$ cat config.mk
export PLATFORM = sky130hd
export DESIGN_NAME = seg_conv_seq
export DESIGN_NICKNAME = d
export VERILOG_FILES = /design/src/rtl/seg_conv_pkg.sv /design/src/rtl/seg_conv_seq_div.sv /design/src/rtl/seg_conv_seq.sv
export SDC_FILE = /design/constraint.sdc
export NUM_CORES = 1
export LEC_CHECK = 0
export CAP_MARGIN = 20
export CELL_PAD_IN_SITES_DETAIL_PLACEMENT = 1
export CELL_PAD_IN_SITES_GLOBAL_PLACEMENT = 1
export CORE_MARGIN = 2
export CORE_UTILIZATION = 25
export DETAILED_ROUTE_END_ITERATION = 16
export GPL_TIMING_DRIVEN = 0
export PLACE_DENSITY_LB_ADDON = 0.25
export SLEW_MARGIN = 40
export SYNTH_ARGS = -nofsm -noshare
export SYNTH_HDL_FRONTEND = slang
export SYNTH_SLANG_ARGS = --single-unit
$ cat constraint.sdc
create_clock -name clk -period 47.2 [get_ports clk]
set_input_delay 11.8 -clock clk [delete_from_list [all_inputs] [get_ports clk]]
set_output_delay 11.8 -clock clk [all_outputs]
set_load 0.01 [all_outputs]
$ cat src/rtl/seg_conv_pkg.sv
// Shared constants for the seconds-to-calendar converter: stage divisors,
// stage count and controller state encoding.
package seg_conv_pkg;

    localparam int STAGES = 5;

    localparam logic [31:0] DIV_ANO  = 32'd31536000;
    localparam logic [31:0] DIV_MES  = 32'd2592000;
    localparam logic [31:0] DIV_DIA  = 32'd86400;
    localparam logic [31:0] DIV_HORA = 32'd3600;
    localparam logic [31:0] DIV_MIN  = 32'd60;

    typedef logic [1:0] fsm_state_t;
    localparam fsm_state_t IDLE  = 2'd0;
    localparam fsm_state_t ISSUE = 2'd1;
    localparam fsm_state_t WAIT  = 2'd2;
    localparam fsm_state_t DONE  = 2'd3;

    function automatic logic [31:0] stage_divisor(input logic [2:0] stage);
        logic [31:0] d;
        case (stage)
            3'd0:    d = DIV_ANO;
            3'd1:    d = DIV_MES;
            3'd2:    d = DIV_DIA;
            3'd3:    d = DIV_HORA;
            default: d = DIV_MIN;
        endcase
        return d;
    endfunction

endpackage

$ cat src/rtl/seg_conv_seq_div.sv
// Iterative restoring unsigned divider, one quotient bit per clock.
// The first bit is resolved on the edge that latches the operands.
module div_seq #(
    parameter int W = 32
) (
    input  logic         clk,
    input  logic         rst,
    input  logic         i_start,
    input  logic [W-1:0] i_dividend,
    input  logic [W-1:0] i_divisor,
    output logic         o_done,
    output logic [W-1:0] o_quotient,
    output logic [W-1:0] o_remainder
);

    localparam int CW = $clog2(W) + 1;

    logic [W-1:0]  r_quo;
    logic [W-1:0]  r_rem;
    logic [W-1:0]  r_dsr;
    logic [CW-1:0] r_cnt;
    logic          r_active;
    logic          r_done;

    logic [W-1:0]  w_rem_in;
    logic [W-1:0]  w_quo_in;
    logic [W-1:0]  w_dsr;
    logic [W:0]    w_trial;
    logic [W:0]    w_diff;
    logic          w_fits;
    logic [W-1:0]  w_rem_next;
    logic [W-1:0]  w_quo_next;

    // One restoring step; on start the step operates on the fresh operands.
    always_comb begin
        if (i_start) begin
            w_rem_in = '0;
            w_quo_in = i_dividend;
            w_dsr    = i_divisor;
        end else begin
            w_rem_in = r_rem;
            w_quo_in = r_quo;
            w_dsr    = r_dsr;
        end
        w_trial    = {w_rem_in, w_quo_in[W-1]};
        w_diff     = w_trial - {1'b0, w_dsr};
        w_fits     = (w_trial >= {1'b0, w_dsr});
        w_rem_next = w_fits ? w_diff[W-1:0] : w_trial[W-1:0];
        w_quo_next = {w_quo_in[W-2:0], w_fits};
    end

    // Operand latch, iteration counter and done pulse.
    always_ff @(posedge clk or posedge rst) begin
        if (rst) begin
            r_quo    <= '0;
            r_rem    <= '0;
            r_dsr    <= '0;
            r_cnt    <= '0;
            r_active <= 1'b0;
            r_done   <= 1'b0;
        end else begin
            r_done <= 1'b0;
            if (i_start) begin
                r_dsr    <= i_divisor;
                r_quo    <= w_quo_next;
                r_rem    <= w_rem_next;
                r_cnt    <= CW'(W - 1);
                r_active <= 1'b1;
            end else if (r_active) begin
                r_quo <= w_quo_next;
                r_rem <= w_rem_next;
                r_cnt <= r_cnt - CW'(1);
                if (r_cnt == CW'(1)) begin
                    r_active <= 1'b0;
                    r_done   <= 1'b1;
                end
            end
        end
    end

    assign o_done      = r_done;
    assign o_quotient  = r_quo;
    assign o_remainder = r_rem;

endmodule

$ cat src/rtl/seg_conv_seq.sv
// Converts a seconds count into years/months/days/hours/minutes/seconds by
// sequencing one shared divider through five chained divisor stages.
module seg_conv_seq
    import seg_conv_pkg::*;
#(
    parameter int W = 32
) (
    input  logic         clk,
    input  logic         rst,
    input  logic         start,
    input  logic [W-1:0] in_seg,
    output logic         busy,
    output logic         done,
    output logic [W-1:0] anos,
    output logic [W-1:0] mes,
    output logic [W-1:0] dias,
    output logic [W-1:0] horas,
    output logic [W-1:0] minutos,
    output logic [W-1:0] segundos
);

    fsm_state_t   r_state;
    logic [2:0]   r_stage;
    logic [W-1:0] r_dvd;
    logic [W-1:0] r_q [STAGES];
    logic         r_busy;
    logic         r_done;
    logic [W-1:0] r_anos, r_mes, r_dias, r_horas, r_minutos, r_segundos;

    logic         w_div_start;
    logic         w_div_done;
    logic [W-1:0] w_divisor;
    logic [W-1:0] w_quo;
    logic [W-1:0] w_rem;

    assign w_div_start = (r_state == ISSUE);
    assign w_divisor   = W'(stage_divisor(r_stage));

    div_seq #(.W(W)) u_div (
        .clk         (clk),
        .rst         (rst),
        .i_start     (w_div_start),
        .i_dividend  (r_dvd),
        .i_divisor   (w_divisor),
        .o_done      (w_div_done),
        .o_quotient  (w_quo),
        .o_remainder (w_rem)
    );

    // Stage sequencing; results are published together only when leaving DONE.
    always_ff @(posedge clk or posedge rst) begin
        if (rst) begin
            r_state    <= IDLE;
            r_stage    <= 3'd0;
            r_dvd      <= '0;
            for (int i = 0; i < STAGES; i++) r_q[i] <= '0;
            r_busy     <= 1'b0;
            r_done     <= 1'b0;
            r_anos     <= '0;
            r_mes      <= '0;
            r_dias     <= '0;
            r_horas    <= '0;
            r_minutos  <= '0;
            r_segundos <= '0;
        end else begin
            r_done <= 1'b0;
            case (r_state)
                IDLE: begin
                    if (start) begin
                        r_dvd   <= in_seg;
                        r_stage <= 3'd0;
                        r_busy  <= 1'b1;
                        r_state <= ISSUE;
                    end
                end
                ISSUE: r_state <= WAIT;
                WAIT: begin
                    if (w_div_done) begin
                        r_q[r_stage] <= w_quo;
                        r_dvd        <= w_rem;
                        if (r_stage < 3'(STAGES - 1)) begin
                            r_stage <= r_stage + 3'd1;
                            r_state <= ISSUE;
                        end else begin
                            r_state <= DONE;
                        end
                    end
                end
                DONE: begin
                    r_anos     <= r_q[0];
                    r_mes      <= r_q[1];
                    r_dias     <= r_q[2];
                    r_horas    <= r_q[3];
                    r_minutos  <= r_q[4];
                    r_segundos <= r_dvd;
                    r_done     <= 1'b1;
                    r_busy     <= 1'b0;
                    r_state    <= IDLE;
                end
                default: r_state <= IDLE;
            endcase
        end
    end

    assign busy     = r_busy;
    assign done     = r_done;
    assign anos     = r_anos;
    assign mes      = r_mes;
    assign dias     = r_dias;
    assign horas    = r_horas;
    assign minutos  = r_minutos;
    assign segundos = r_segundos;

endmodule

### Word-level counts from Yosys, hierarchy flattened

Index checks and enable logic that the tools add are counted.

| operators by class | value |
|---|---|
| add/sub/neg operators | 3 |
| $lt $le $gt $ge | 4 |
| eq/ne operators | 10 |
| mux-type cells | 34 |
| bitwise gates (word level) | 1 |
| reduce and logical (&&, ||, !) cells | 11 |

Operator list:

| cell | number |
|---|---|
| two-way mux 32 bit | 11 |
| bitwise mux 160 bit | 1 |
| case mux 25 bit (4 select lines) | 1 |
| demux 32 bit (select 3 bit) | 1 |
| case mux 32 bit (2 select lines) | 1 |
| >= comparator 33 x 32 -> 1 bit | 1 |
| subtractor 32 bit | 1 |
| two-way mux 6 bit | 2 |
| two-way mux 3 bit | 3 |
| two-way mux 1 bit | 8 |
| case mux 2 bit (4 select lines) | 1 |
| == test 3 x 2 -> 1 bit (second input constant) | 2 |
| == test 6 x 1 -> 1 bit (second input constant) | 1 |
| two-way mux 2 bit | 3 |
| case mux 3 bit (2 select lines) | 1 |
| AND reduction 2 bit | 3 |
| nonzero test 2 bit | 3 |
| subtractor 6 x 1 -> 6 bit (second input constant) | 1 |
| == test 2 bit (second input constant) | 2 |
| >= comparator 4 bit (second input constant) | 1 |
| less-than comparator 4 x 1 -> 1 bit (second input constant) | 1 |
| inequality test 2 bit (second input constant) | 2 |
| inverter 3 -> 4 bit | 1 |
| AND reduction 4 bit | 1 |
| 10 further kinds | 10 |

| word-level totals | value |
|---|---|
| bits in registers | 495 |
| bits of input ports | 35 |
| output and inout bits | 194 |
| logic and storage cells | 85 |

### Longest topological paths before layout

| logic depth | value |
|---|---|
| depth after elaboration | 7 |
| depth in mapped cells | 19 |
| mapped depth without buffers | 16 |

### Modules after synthesis

From an unflattened synthesis, not the netlist that was laid out.

| second synthesis, totals | value |
|---|---|
| cell total of the unflattened synthesis | 1603 |
| area total of the unflattened synthesis | 21847.2 µm² |

Modules (own cells, without submodules):

| module | instances | cells each | area an instance (µm²) | seq. area each (µm²) |
|---|---|---|---|---|
| seg_conv_seq | 1 | 907 | 15354.7 | 9784.4 |
| div_seq | 1 | 696 | 6492.5 | 2602.5 |

### Worst setup path before layout

Ideal clock, no wire load.

| timing | value |
|---|---|
| path type | input-to-reg |
| start | input start |
| end | register r_dvd[26] |
| setup time | 0.134 ns |
| arrival | 12.624 ns |
| data required time | 47.066 ns |
| path slack | 34.442 ns |
| stages | 6 |
| buffers on the path | 2 |
| path through | mux2i_1 -> or2_2 -> clkbuf_1 -> clkbuf_1 -> nand2_1 -> o21ai_0 |

| between the ends | value |
|---|---|
| longest elaborated chain between the ends | 2 |

RTL lines:

| item | RTL line | RTL |
|---|---|---|
| start: declaration | seg_conv_seq.sv:10 | `input logic start,` |
| inequality test 2 bit (no source line) | n/a |  |
| AND reduction 3 bit (no source line) | n/a |  |
| end signal: assignment | seg_conv_seq.sv:70 | `r_dvd <= in_seg;` |
| end signal: assignment | seg_conv_seq.sv:80 | `r_dvd <= w_rem;` |
| end: declaration | seg_conv_seq.sv:24 | `logic [W-1:0] r_dvd;` |

Every way passes these cells.
A chain may end at the register's enable or synchronous reset.

### Worst setup path in the final report

| timing | value |
|---|---|
| start | register r_segundos[31] (netlist: segundos[31]) |
| end | output segundos[31] |

RTL lines:

| item | RTL line | RTL |
|---|---|---|
| start: declaration | seg_conv_seq.sv:28 | `logic [W-1:0] r_anos, r_mes, r_dias, r_horas, r_minutos, r_segundos;` |
| start signal: assignment | seg_conv_seq.sv:95 | `r_segundos <= r_dvd;` |
| end: declaration | seg_conv_seq.sv:19 | `output logic [W-1:0] segundos` |

No word-level cell between the ends.

==> metrics.csv <==
metric,value,unit
cp.buffers_inverters,1,
r2r_setup_slack,41.07,ns
post_cts_buffers,0,
finalWirelength,66.2,mm
status,"complete, no violations",
clkTransAtPathRegs,0.06,ns
cts_tree,yes,
synth_top_family_by_area,multiplexers,
required,35.40,ns
crit_chain,clkdlybuf4s50_1,
rsz0062_at_grt,no,
grt_pass1_vias,15500,
ys.flop_type,dfrtp_1,
timing.fmax,74.2,MHz
synth-xor-area-share,1.24,%
drv_slew,0,
p_leak,12.9,nW
p_switching,0.657,mW
die_w,295,um
final.setup.tns,0,ns
synth_fp_nets,1732,
clockBufferDepth,3,
std_cell_rows,106,
synth-seq-cells,495,
antenna_cells,0,
synth_compound_area_share,7.33,%
finalClockSkew,0.0249,ns
syn_inst,1658,
htreeDepth,2,
seqPwrFrac,34.5,%
timing.critical_path.to_type,output pin,
ios,229,
synthDominantCellAreaShare,58.3,%
internal-power,1.05,mW
worst_ep_arrival_time,1.69,ns
antenna_found_initial,2,
viasPerCell,4.53,
cp_max_fo,2,
grt_max_degree,79,
cts_hold_buf,0,
routedWlPerCell,21.1,um
hold_viol_final,0,
clkPwrFrac,26.9,%
coreArea,83800,um2
avgSynthCellArea,12.8,um2
whs,0.463,ns
cts.sinks,495,
max_stage_delay,0.59,ns
synthSimpleGateAreaFrac,6.18,%
drtIter0Drc,614,
mappedNetlistArea,21200,um2
ant_nets,0,
critPathLaunchType,flip-flop,
io_buffers,228,
clk_latency,0.62,ns
async_reset_ff_share,100,%
dieHeight,295,um
cts-buffers-inserted,55,
cts.repair.resized,0,
fin_area,27100,um2
nets,2024,
muxShareOfSynthArea,21.9,%
yosysTopAreaCell,dfrtp_1,
min_period,13.49,ns
max_cap_viol_count,0,
worstMarginPinSlew,0.824,ns
synthAdderAreaFrac,2.33,%
dp_hpwl,49.3,mm
final_util,32.3,%
firstDrtPassIters,5,
ys_seq_area_share,58.3,%
track_usage,15.2,%
comb_power_share,38.6,%
grt_pass1_wl,99.8,mm
crit_slowest_cell,clkdlybuf4s50_1,
routabilityCongestion,0.805,
min-delay-path-class,flip-flop to flip-flop,
critical-path-top-delay-family,buffers and inverters,
finalSetupViolCount,0,
grt_overflow,0,
fin_crit_sh,28.6,%
dpl_cell_area,25100,um2
drc_errors,0,
switching_share,38.5,%
synth_warnings,0,
synth_cell_types,72,
drive_gt1_share,24.4,%
vias,14200,
cts-root-buf,clkbuf_16,
synth_edf_count,0,
power_density,63.0,nW/um2
area_delta_synth_final,27.6,%
synthTopCellsByArea,"dfrtp_1 58%, mux2_2 19%, mux2i_1 3.2%, nand2_1 2.5%, ha_1 2.2%",
start_util,25.3,%
die_area,87300,um2
slew_headroom,45.0,%
peakVddDrop,0.0000282,V
crit_type,flip-flop to output pin,
==> layer usage <==
layer / global-route usage, % / part of all wire (%)
met5: 0 / 0.042
met4: 3.86 / 2.2
met3: 2.56 / 3.9
met2: 26.0 / 49
met1: 19.8 / 45
==> area by class of cell <==
cell class | instances | area [um2]
Clock buffer | 77 | 1570
Tap cell | 1134 | 1420
Sequential cell | 495 | 12400
Buffer | 88 | 387
Clock inverter | 26 | 383
Multi-Input combinational cell | 1024 | 8280
Fill cell | 9074 | 56700
Timing Repair Buffer | 235 | 2470
Inverter | 51 | 199
==> per-stage QoR <==
step	setup slack [ns]	power, mW	instances
global route	33.59	1.82	3130
detailed placement	33.18	1.26	3027
finish	33.71	1.71	3130
global placement	15.18	1.24	3020
CTS	33.67	1.73	3130
floorplan	21.58	1.01	1658
==> cells in the final DEF (no fill, tap or decap), types with 11 or more instances in the layout <==
master / netlist / routed
mux2_2: 353 / 353
and2_1: 33 / 33
nor2_1: 49 / 49
xnor2_1: 22 / 22
nor3_1: 13 / 13
buf_1: 17 / 15
clkdlybuf4s50_1: 0 / 228
nand2_1: 140 / 140
dfrtp_1: 495 / 495
ha_1: 38 / 38
clkbuf_1: 62 / 69
mux2i_1: 67 / 67
a21oi_1: 60 / 60
clkbuf_8: 0 / 11
a31oi_1: 15 / 15
a22oi_1: 11 / 11
inv_1: 49 / 48
o21ai_0: 92 / 92
clkbuf_16: 0 / 55
nand3_1: 13 / 13
==> cells by family after synthesis <==
logic type      Yosys count
compound gates          251
xor+xnor                 30
fa+ha+maj                39
buf+inv                 139
flops                   495
mux                     420
simple gates            284
==> sequential cells by signal, indices dropped and copies added, names as in the netlist, 2 cells and up, named ones only <==
register,count
anos,32
dias,32
horas,32
mes,32
minutos,32
r_dvd,32
r_q,160
r_stage,3
r_state,2
segundos,32
u_div.o_quotient,32
u_div.o_remainder,32
u_div.r_cnt,6
u_div.r_dsr,31
==> Yosys cell counts (4+ instances only) <==
| cell | n |
|---|---|
| nand3_1 | 13 |
| clkbuf_1 | 62 |
| buf_1 | 17 |
| o21ai_0 | 92 |
| a31oi_1 | 15 |
| buf_6 | 6 |
| dfrtp_1 | 495 |
| mux2i_1 | 67 |
| inv_1 | 49 |
| o21a_1 | 8 |
| xnor2_1 | 22 |
| a22oi_1 | 11 |
| xor2_1 | 8 |
| a21o_1 | 10 |
| nor2_1 | 49 |
| o31ai_1 | 4 |
| ha_1 | 38 |
| and2_1 | 33 |
| o21bai_1 | 5 |
| a21oi_1 | 60 |
| nor3_1 | 13 |
| nor2b_1 | 4 |
| mux2_2 | 353 |
| nand4_1 | 6 |
| nand2_1 | 140 |
| o21ai_1 | 6 |
==> power groups by stage <==
stage	sequential, mW	combinational [mW]	clock (mW)
2_1_floorplan	0.556	0.455	0
3_3_place_gp	0.597	0.645	0
3_5_place_dp	0.598	0.658	0
4_1_cts	0.591	0.663	0.476
5_1_grt	0.599	0.734	0.492
6_report	0.588	0.659	0.459
==> final timing paths <==
check	from	to	cells after the start
worst max-delay path	segundos[31]	segundos[31]	1
max in group asynchronous	rst	horas[11]	5
min in group asynchronous	rst	segundos[25]	2
worst max register to register	r_state[1]	u_div.o_remainder[30]	18
worst min register to register	u_div.r_dsr[25]	u_div.r_dsr[25]	2
worst min-delay path	u_div.r_dsr[25]	u_div.r_dsr[25]	2
Note: power is estimated with default switching activity, not from simulation.
